$ cat src/rtl/ldm_pkg.sv
// Shared types for the laser distance meter: FSM state encoding and width.
package ldm_pkg;

  localparam int STATE_W = 3;

  typedef enum logic [STATE_W-1:0] {
    IDLE    = 3'd0,
    ARMED   = 3'd1,
    FIRE    = 3'd2,
    MEASURE = 3'd3,
    UPDATE  = 3'd4
  } ldm_state_e;

  // A button press is a 0->1 transition between consecutive samples.
  function automatic logic rising(input logic now, input logic prev);
    return now & ~prev;
  endfunction

endpackage

$ cat src/rtl/ldm_counter.sv
// Clear/enable up-counter that saturates at a terminal count; used for the
// laser pulse length and for the echo round-trip time.
module ldm_counter
  import ldm_pkg::*;
#(
  parameter int W  = 16,
  parameter int TC = 1
) (
  input  logic         clk,
  input  logic         reset,
  input  logic         clr,
  input  logic         en,
  output logic [W-1:0] cnt,
  output logic         tc
);

  localparam logic [W-1:0] TC_VAL = W'(TC);

  logic [W-1:0] cnt_r;

  assign cnt = cnt_r;
  assign tc  = (cnt_r == TC_VAL);

  // count register; holding at the terminal count keeps it from ever wrapping
  always_ff @(posedge clk or negedge reset) begin
    if (!reset) begin
      cnt_r <= '0;
    end else if (clr) begin
      cnt_r <= '0;
    end else if (en && !tc) begin
      cnt_r <= cnt_r + W'(1);
    end else begin
      cnt_r <= cnt_r;
    end
  end

endmodule

$ cat src/rtl/laser_distance_meter_param.sv
// Laser distance meter: fires a pulse on a button press and reports half the
// echo round-trip cycle count. Define LDM_AVG_EN to average 2^AVG_LOG shots.
module laser_distance_meter_param
  import ldm_pkg::*;
#(
  parameter int CNT_W     = 16,
  parameter int PULSE_LEN = 1,
  parameter int TIMEOUT   = 65535,
  parameter int AVG_LOG   = 2
) (
  input  logic             clk,
  input  logic             reset,
  input  logic             B,
  input  logic             S,
  output logic             L,
  output logic [CNT_W-1:0] D,
  output logic             valid,
  output logic             err
);

  localparam longint MAX_CNT = (64'd1 << CNT_W) - 64'd1;

  if (PULSE_LEN < 1 || PULSE_LEN > 255 || longint'(PULSE_LEN) > MAX_CNT ||
      TIMEOUT < 2 || longint'(TIMEOUT) > MAX_CNT) begin : g_bad_param
    $error("laser_distance_meter_param: PULSE_LEN or TIMEOUT out of range");
  end

  ldm_state_e       state_r;
  ldm_state_e       state_nxt_s;
  logic             b_prev_r;
  logic             b_edge_s;
  logic             rt_clr_s;
  logic             rt_en_s;
  logic [CNT_W-1:0] rt_cnt_s;
  logic             rt_tc_s;
  logic             pls_clr_s;
  logic             pls_en_s;
  logic [CNT_W-1:0] pls_cnt_s;
  logic             pls_tc_s;
  logic             latch_s;
  logic             timeout_s;
  logic             update_s;
  logic             l_r;
  logic [CNT_W-1:0] d_r;
  logic             valid_r;
  logic             err_r;
  logic [CNT_W-1:0] lat_r;
  logic             unused_s;

  assign b_edge_s = rising(B, b_prev_r);
  assign L        = l_r;
  assign D        = d_r;
  assign valid    = valid_r;
  assign err      = err_r;
  assign unused_s = ^pls_cnt_s;

  ldm_counter #(.W(CNT_W), .TC(PULSE_LEN - 1)) u_pulse_cnt (
    .clk   (clk),
    .reset (reset),
    .clr   (pls_clr_s),
    .en    (pls_en_s),
    .cnt   (pls_cnt_s),
    .tc    (pls_tc_s)
  );

  ldm_counter #(.W(CNT_W), .TC(TIMEOUT - 1)) u_rt_cnt (
    .clk   (clk),
    .reset (reset),
    .clr   (rt_clr_s),
    .en    (rt_en_s),
    .cnt   (rt_cnt_s),
    .tc    (rt_tc_s)
  );

  // state register
  always_ff @(posedge clk or negedge reset) begin
    if (!reset) begin
      state_r <= IDLE;
    end else begin
      state_r <= state_nxt_s;
    end
  end

  // next-state and per-cycle control strobes
  always_comb begin
    state_nxt_s = state_r;
    rt_clr_s    = 1'b0;
    rt_en_s     = 1'b0;
    pls_clr_s   = 1'b0;
    pls_en_s    = 1'b0;
    latch_s     = 1'b0;
    timeout_s   = 1'b0;
    update_s    = 1'b0;
    case (state_r)
      IDLE: begin
        state_nxt_s = ARMED;
      end
      ARMED: begin
        if (b_edge_s) begin
          state_nxt_s = FIRE;
          rt_clr_s    = 1'b1;
          pls_clr_s   = 1'b1;
        end else begin
          state_nxt_s = ARMED;
        end
      end
      FIRE: begin
        rt_en_s  = 1'b1;
        pls_en_s = 1'b1;
        if (pls_tc_s) begin
          state_nxt_s = MEASURE;
        end else begin
          state_nxt_s = FIRE;
        end
      end
      MEASURE: begin
        rt_en_s = 1'b1;
        // an echo arriving on the last allowed cycle still counts as a hit
        if (S) begin
          latch_s     = 1'b1;
          state_nxt_s = UPDATE;
        end else if (rt_tc_s) begin
          timeout_s   = 1'b1;
          state_nxt_s = ARMED;
        end else begin
          state_nxt_s = MEASURE;
        end
      end
      UPDATE: begin
        update_s    = 1'b1;
        state_nxt_s = ARMED;
      end
      default: begin
        state_nxt_s = IDLE;
      end
    endcase
  end

  // button history, laser enable and sticky timeout flag
  always_ff @(posedge clk or negedge reset) begin
    if (!reset) begin
      b_prev_r <= 1'b0;
      l_r      <= 1'b0;
      err_r    <= 1'b0;
    end else begin
      b_prev_r <= B;
      l_r      <= (state_nxt_s == FIRE);
      if (timeout_s) begin
        err_r <= 1'b1;
      end else if (rt_clr_s) begin
        err_r <= 1'b0;
      end else begin
        err_r <= err_r;
      end
    end
  end

  // round-trip count captured when the echo is seen
  always_ff @(posedge clk or negedge reset) begin
    if (!reset) begin
      lat_r <= '0;
    end else if (latch_s) begin
      lat_r <= rt_cnt_s;
    end else begin
      lat_r <= lat_r;
    end
  end

`ifdef LDM_AVG_EN
  localparam int                ACC_W     = CNT_W + AVG_LOG;
  localparam int                SH_W      = AVG_LOG + 1;
  localparam logic [SH_W-1:0]   LAST_SHOT = SH_W'((1 << AVG_LOG) - 1);

  logic [ACC_W-1:0] acc_r;
  logic [ACC_W-1:0] sum_s;
  logic [SH_W-1:0]  shots_r;

  assign sum_s = acc_r + ACC_W'(lat_r);

  // accumulate shots; publish the halved mean once the batch is complete
  always_ff @(posedge clk or negedge reset) begin
    if (!reset) begin
      acc_r   <= '0;
      shots_r <= '0;
      d_r     <= '0;
      valid_r <= 1'b0;
    end else begin
      valid_r <= 1'b0;
      if (timeout_s) begin
        acc_r   <= '0;
        shots_r <= '0;
      end else if (update_s) begin
        if (shots_r == LAST_SHOT) begin
          d_r     <= CNT_W'(sum_s >> (AVG_LOG + 1));
          valid_r <= 1'b1;
          acc_r   <= '0;
          shots_r <= '0;
        end else begin
          acc_r   <= sum_s;
          shots_r <= shots_r + SH_W'(1);
        end
      end else begin
        acc_r   <= acc_r;
        shots_r <= shots_r;
      end
    end
  end
`else
  // every successful shot publishes half its round-trip count
  always_ff @(posedge clk or negedge reset) begin
    if (!reset) begin
      d_r     <= '0;
      valid_r <= 1'b0;
    end else if (update_s) begin
      d_r     <= lat_r >> 1;
      valid_r <= 1'b1;
    end else begin
      d_r     <= d_r;
      valid_r <= 1'b0;
    end
  end
`endif

endmodule

$ cat config.mk
export PLATFORM = sky130hd
export DESIGN_NAME = laser_distance_meter_param
export DESIGN_NICKNAME = d
export VERILOG_FILES = /design/src/rtl/ldm_pkg.sv /design/src/rtl/ldm_counter.sv /design/src/rtl/laser_distance_meter_param.sv
export SDC_FILE = /design/constraint.sdc
export NUM_CORES = 1
export LEC_CHECK = 0
export BUFFER_PORTS_ARGS = -buffer_cell sky130_fd_sc_hd__buf_2
export CAP_MARGIN = 15
export CORE_AREA = 2 2 85 87
export CTS_CLUSTER_SIZE = 8
export DETAILED_ROUTE_END_ITERATION = 16
export DIE_AREA = 0 0 87 89
export PLACE_DENSITY = 0.7
export SYNTH_ARGS = -nofsm -noshare
export SYNTH_HDL_FRONTEND = slang
export SYNTH_HIERARCHICAL = 1
export SYNTH_SLANG_ARGS = --single-unit
$ cat constraint.sdc
create_clock -name clk -period 1.95 [get_ports clk]
set_clock_uncertainty 0.05 [all_clocks]
set_input_delay 0.195 -clock clk [delete_from_list [all_inputs] [get_ports clk]]
set_output_delay 0.195 -clock clk [all_outputs]
set_load 0.1 [all_outputs]
Word level (Yosys, flattened, before mapping)

Index checks and enable logic that the tools add are counted.
W data, S select, Z words.

Register bits: 70
Latch bits: 0
Bits in writable memories: 0
ROM bits: 0
Input port bits: 4
Word-level logic and storage cells: 52
Memories kept: 0

Add/subtract/negate cells: 2
Multiply operators: 0
Div/mod/pow operators: 0
Order comparisons: 0
Equal/unequal tests: 6
Shifts and indexed selects: 0
Multiplexer cells: 22
Bitwise operators: 2
Reduce and logical (&&, ||, !) cells: 11

Operators by type and width:

| cell                    | count |
|---|---|
| $mux W16                | 4 |
| $add A16 B1 Y16 const B | 2 |
| $eq A16 B16 Y1 const B  | 1 |
| $logic_not A16 Y1       | 1 |
| $mux W1                 | 14 |
| $pmux W3 S4             | 1 |
| $eq A3 B2 Y1 const B    | 3 |
| $reduce_bool A2 Y1      | 3 |
| $mux W2                 | 2 |
| $reduce_or A2 Y1        | 2 |
| $eq A3 B1 Y1 const B    | 1 |
| $eq A3 B3 Y1 const B    | 1 |
| $logic_not A3 Y1        | 1 |
| $mux W3                 | 1 |
| $logic_and A1 B1 Y1     | 2 |
| $logic_not A1 Y1        | 2 |
| $and A1 B1 Y1           | 1 |
| $not A1 Y1              | 1 |

Longest topological paths before layout

Depth after elaboration: 6
Mapped depth: 8

Hierarchy

The synthesis kept the hierarchy.

By module, submodules not included:

| module                     | instances | cells each | area each (um^2) | seq. area each (um^2) |
|---|---|---|---|---|
| laser_distance_meter_param | 1         | 93         | 1487.7           | 925.9 |
| ldm_counter (u_rt_cnt)     | 1         | 93         | 959.7            | 400.4 |
| ldm_counter (u_pulse_cnt)  | 1         | 96         | 908.4            | 400.4 |

Worst setup path before layout

OpenSTA, ideal clock, no wires.

Path type: register to register
From: register state_r[1]
To: register u_pulse_cnt.cnt_r[15], in the netlist u_pulse_cnt/cnt[15]
Setup time: 0.078 ns
Arrival: 1.962 ns
Required time: 1.822 ns
Path slack: -0.139 ns
Stages on the path, launching flop included: 8
Buffers on the path: 2
Period minus slack after synthesis: 2.089 ns
Cell sequence: dfrtp_1 buf_2 nor2b_1 and2b_1 buf_2 nand4_1 or4_1 a21oi_1

Cells in the longest elaborated chain, start to end: 4
Elaborated cells on any way between the ends: 7

Ends and longest elaborated chain:

| what                                | line                             | RTL |
|---|---|---|
| start: declaration                  | laser_distance_meter_param.sv:28 | `ldm_state_e state_r;` |
| start signal: assignment            | laser_distance_meter_param.sv:80 | `state_r <= state_nxt_s;` |
| $eq A3 B2 Y1                        | laser_distance_meter_param.sv:94 | `case (state_r)` |
| $mux W1                             | laser_distance_meter_param.sv:94 |  |
| net pls_en_s                        | laser_distance_meter_param.sv:37 | `logic pls_en_s;` |
| $logic_and A1 B1 Y1                 | ldm_counter.sv:30                | `end else if (en && !tc) begin` |
| $reduce_bool A2 Y1 (no source line) | -                                |  |
| end signal: assignment              | ldm_counter.sv:31                | `cnt_r <= cnt_r + W'(1);` |
| end signal: assignment              | ldm_counter.sv:33                | `cnt_r <= cnt_r;` |
| end: declaration                    | ldm_counter.sv:19                | `logic [W-1:0] cnt_r;` |

The timed path passes the listed nets, and every way through them passes these cells.
A chain may end at the register's enable or synchronous reset.

Worst setup path after layout

From: register u_rt_cnt.cnt_r[0], in the netlist u_rt_cnt/cnt[0]
To: register l_r, in the netlist L

Cells in the longest elaborated chain, start to end: 5

Ends and longest elaborated chain:

| what                     | line                              | RTL |
|---|---|---|
| start: declaration       | ldm_counter.sv:19                 |  |
| start signal: assignment | ldm_counter.sv:31                 |  |
| start signal: assignment | ldm_counter.sv:33                 |  |
| $eq A16 B16 Y1           | ldm_counter.sv:22                 | `assign tc = (cnt_r == TC_VAL);` |
| net rt_tc_s              | laser_distance_meter_param.sv:35  | `logic rt_tc_s;` |
| $mux W2                  | laser_distance_meter_param.sv:122 | `end else if (rt_tc_s) begin` |
| $mux W3                  | laser_distance_meter_param.sv:119 | `if (S) begin` |
| $pmux W3 S4              | laser_distance_meter_param.sv:94  |  |
| $eq A3 B2 Y1             | laser_distance_meter_param.sv:147 | `l_r <= (state_nxt_s == FIRE);` |
| end signal: assignment   | laser_distance_meter_param.sv:147 |  |
| end: declaration         | laser_distance_meter_param.sv:43  | `logic l_r;` |

The timed path passes the listed nets, and every way through them passes these cells.

==> impl_metrics.toml <==
[outcome]
status = "complete, no violations"

[worst_setup_path]
regToRegSetupSlack_ns = 0.12
slowest_stage = "dfrtp_1"
cp.arrival_ns = 1.99
cp.required_ns = 2.11
worstSetupEndpointType = "register"
worstPathMaxFanout = 9
crit_chain = "inv_1 > ha_1 > nand3_4 > nor4_4 > o21ai_0 > a22oi_1 > a311oi_1"
slowest_delay_ns = 0.40
crit_type = "reg -> reg"
cp-start-kind = "register"

[sta]
setup_viol = 0
finalCriticalPeriod_ns = 1.83
setup_ws_ns = 0.122
hold_viol_final = 0
slew_violations = 0
fin_setup_tns_ns = 0
period_share_pct = 93.8
rsz0062_at_grt = "false"
fmax_ghz = 0.547
maxSlewHeadroom_pct = 66.7
tightest_slew_ns = 0.494

[pwr]
irDropWorstVdd_mv = 0.784
power_frac_comb_pct = 32.6
leakagePower_nw = 1.88
power_density_mw_per_mm2 = 1280
power_mw = 4.98
internal-power_mw = 3.14
sw_frac_of_total_pct = 37.0
p_switching_mw = 1.84
clockPowerShare_pct = 28.2
seq_power_share_pct = 39.2

[synthesis]
synth_seq_area_share_pct = 51.5
synth.most_common_cell = "dfrtp_1"
synthesis.area_mm2 = 0.00336
ys_top_cells_by_count = "dfrtp_1, nor2_1, mux2_2"
synth_fp_nets = 290
yosysUniqueCellTypes = 56
syn-instance-count = 282
syn_avg_cell_area_um2 = 11.9
synth-seq-cells = 69
synth_flop_cell = "dfrtp_1"
synth_area_leaders = "dfrtp_1, mux2_2, mux2_4"
yosysTopAreaCell = "dfrtp_1"
synth-async-reset-ratio_pct = 100
yosys_warnings = 6
synth.top_cell.area_share_pct = 51.5
synth_edf_count = 0

[clock_network]
numClockSinks = 69
cts.htree.levels = 3
clock_latency_ns = 0.34
clk_pin_slew_ns = 0.07
cts_tree = "yes"
cts-root-buf = "clkbuf_8"
numCtsBuffers = 9
postCtsSetupBuffers = 0
cts_buffer_depth = 2

[global_routing]
track_usage_pct = 17.7
antenna_found_initial = 0
gr-total-overflow = 0
grt_max_degree = 70
grt_pass1_vias = 2272
grt_first_pass_wirelength_um = 10600

[floorplan]
io-pin-count = 23
die-area_mm2 = 0.00774
dieHeight_um = 89
placementRows = 30
core_mm2 = 0.00672
initial_core_util_pct = 49.9
chipWidth_um = 87

[drt]
drc = 0
num_vias = 2292
drtAntennaViolNets = 0
via_per_inst = 5.67
dr.pass1.iters = 4
wl_um = 6310
drt_iter0_markers = 80
post_drt_wl_per_cell_um = 15.6

[placed_design]
routabilityCongestion = 0.850
hpwlAfterDp_um = 4150
port_buffers = 21
placed_cells = 386
pre_cts_slack_ns = 0.0397
place_area_mm2 = 0.00362

[final_layout]
diodes = 0
stdcell_count = 404
finalInstanceArea_mm2 = 0.00391
drive_gt1_share_pct = 30.6
layout.nets = 327
area_growth_syn_to_layout_pct = 16.4

[hold_path]
hp-class = "in -> reg"

[flow_run]
maxCapViolations = 0
through the flow:
stage	hold slack (ns)	utilization, %
after CTS	0.172	57.8
after detailed placement	0.198	53.9
after global routing	0.183	58.1
final	0.197	58.1
after global placement	0.196	53.9
after floorplan	-0.151	-
power by group through the flow:
| stage | clock, mW | sequential, mW | combinational (mW) |
|---|---|---|---|
| floorplan | 0 | 2.49 | 0.741 |
| global placement | 0 | 1.96 | 1.59 |
| detailed placement | 0 | 1.98 | 1.62 |
| CTS | 1.44 | 1.95 | 1.63 |
| global route | 1.50 | 1.99 | 1.74 |
| finish | 1.40 | 1.95 | 1.63 |
cells by family (layout without fill, tap and decap cells):
family | after synthesis | count (layout) | share of synthesized area [%]
compound gates | 36 | 36 | 7.38
xor+xnor | 11 | 11 | 2.87
fa+ha+maj | 4 | 4 | 1.49
buf+inv | 19 | 61 | 2.80
flops | 69 | 69 | 51.5
mux | 37 | 37 | 13.4
other cells | 1 | 1 | 0.112
simple gates | 105 | 105 | 20.5
final cells by class:
class                   count  area, µm²
clock inverters             4       95.1
multi-input cells         194       1570
fillers                   529       2810
clock buffers              12        145
well taps                  80        100
repair buffers             36        235
flip-flops and latches     69       1730
inverters                   9       33.8
cell usage in the layout, fill, tap and decap left out, drive strengths merged, types with 3 or more instances in the layout:
master / n
nor3: 7
xnor2: 7
nand2b: 3
nor4: 12
a21oi: 11
dfrtp: 69
nand3: 11
nor2: 24
o31ai: 4
nor2b: 5
a31o: 3
o21ai: 8
ha: 4
clkbuf: 12
buf: 34
bufinv: 3
nand4: 13
nor3b: 3
inv: 9
mux2: 33
or3: 4
nand2: 11
xor2: 4
mux2i: 4
critical path, delay by kind of cell, from the launching register on:
kind	cells	cell delay [ns]
buffers and inverters	1	0.10
AND/OR/NAND/NOR	2	0.48
AO/OA/AOI/OAI	3	0.46
adder cells (fa/ha/maj)	1	0.21
flip-flops	1	0.40
layer usage:
metal | GRT usage, % | up-vias | part of all wire [%]
met3 | 3.05 | 8 | 2.9
met2 | 27.2 | 44 | 47
met1 | 24.3 | 1133 | 49
met5 | 0 | - | 0
li1 | - | 1107 | -
met4 | 9.38 | 0 | 1.7
timing repair:
action	CTS	global route
endpoints found under the setup margin	1	3
hold endpoints to repair	70	0
gates cloned	0	0
gates resized for setup	1	3
hold buffers	2	0
worst paths after layout:
path                                             start                             end  depth (start not counted)
setup / recovery           u_rt_cnt/cnt[0]$_DFFE_PN0P_                     L$_DFF_PN0_                          7
hold / removal                                       S                     L$_DFF_PN0_                          3
setup reg to reg           u_rt_cnt/cnt[0]$_DFFE_PN0P_                     L$_DFF_PN0_                          7
hold reg to reg                       D[3]$_DFFE_PN0P_                D[3]$_DFFE_PN0P_                          1
max in group asynchronous                        reset                     L$_DFF_PN0_                          3
min in group asynchronous                        reset  u_pulse_cnt/cnt[4]$_DFFE_PN0P_                          3
state kept, by name (all words and copies together) (netlist names):
| name | cells |
|---|---|
| state_r | 3 |
| valid | 1 |
| L | 1 |
| u_rt_cnt/cnt | 16 |
| u_pulse_cnt/cnt | 16 |
| lat_r | 15 |
| b_prev_r | 1 |
| err | 1 |
| D | 15 |
(Power assumes the default switching activity.)
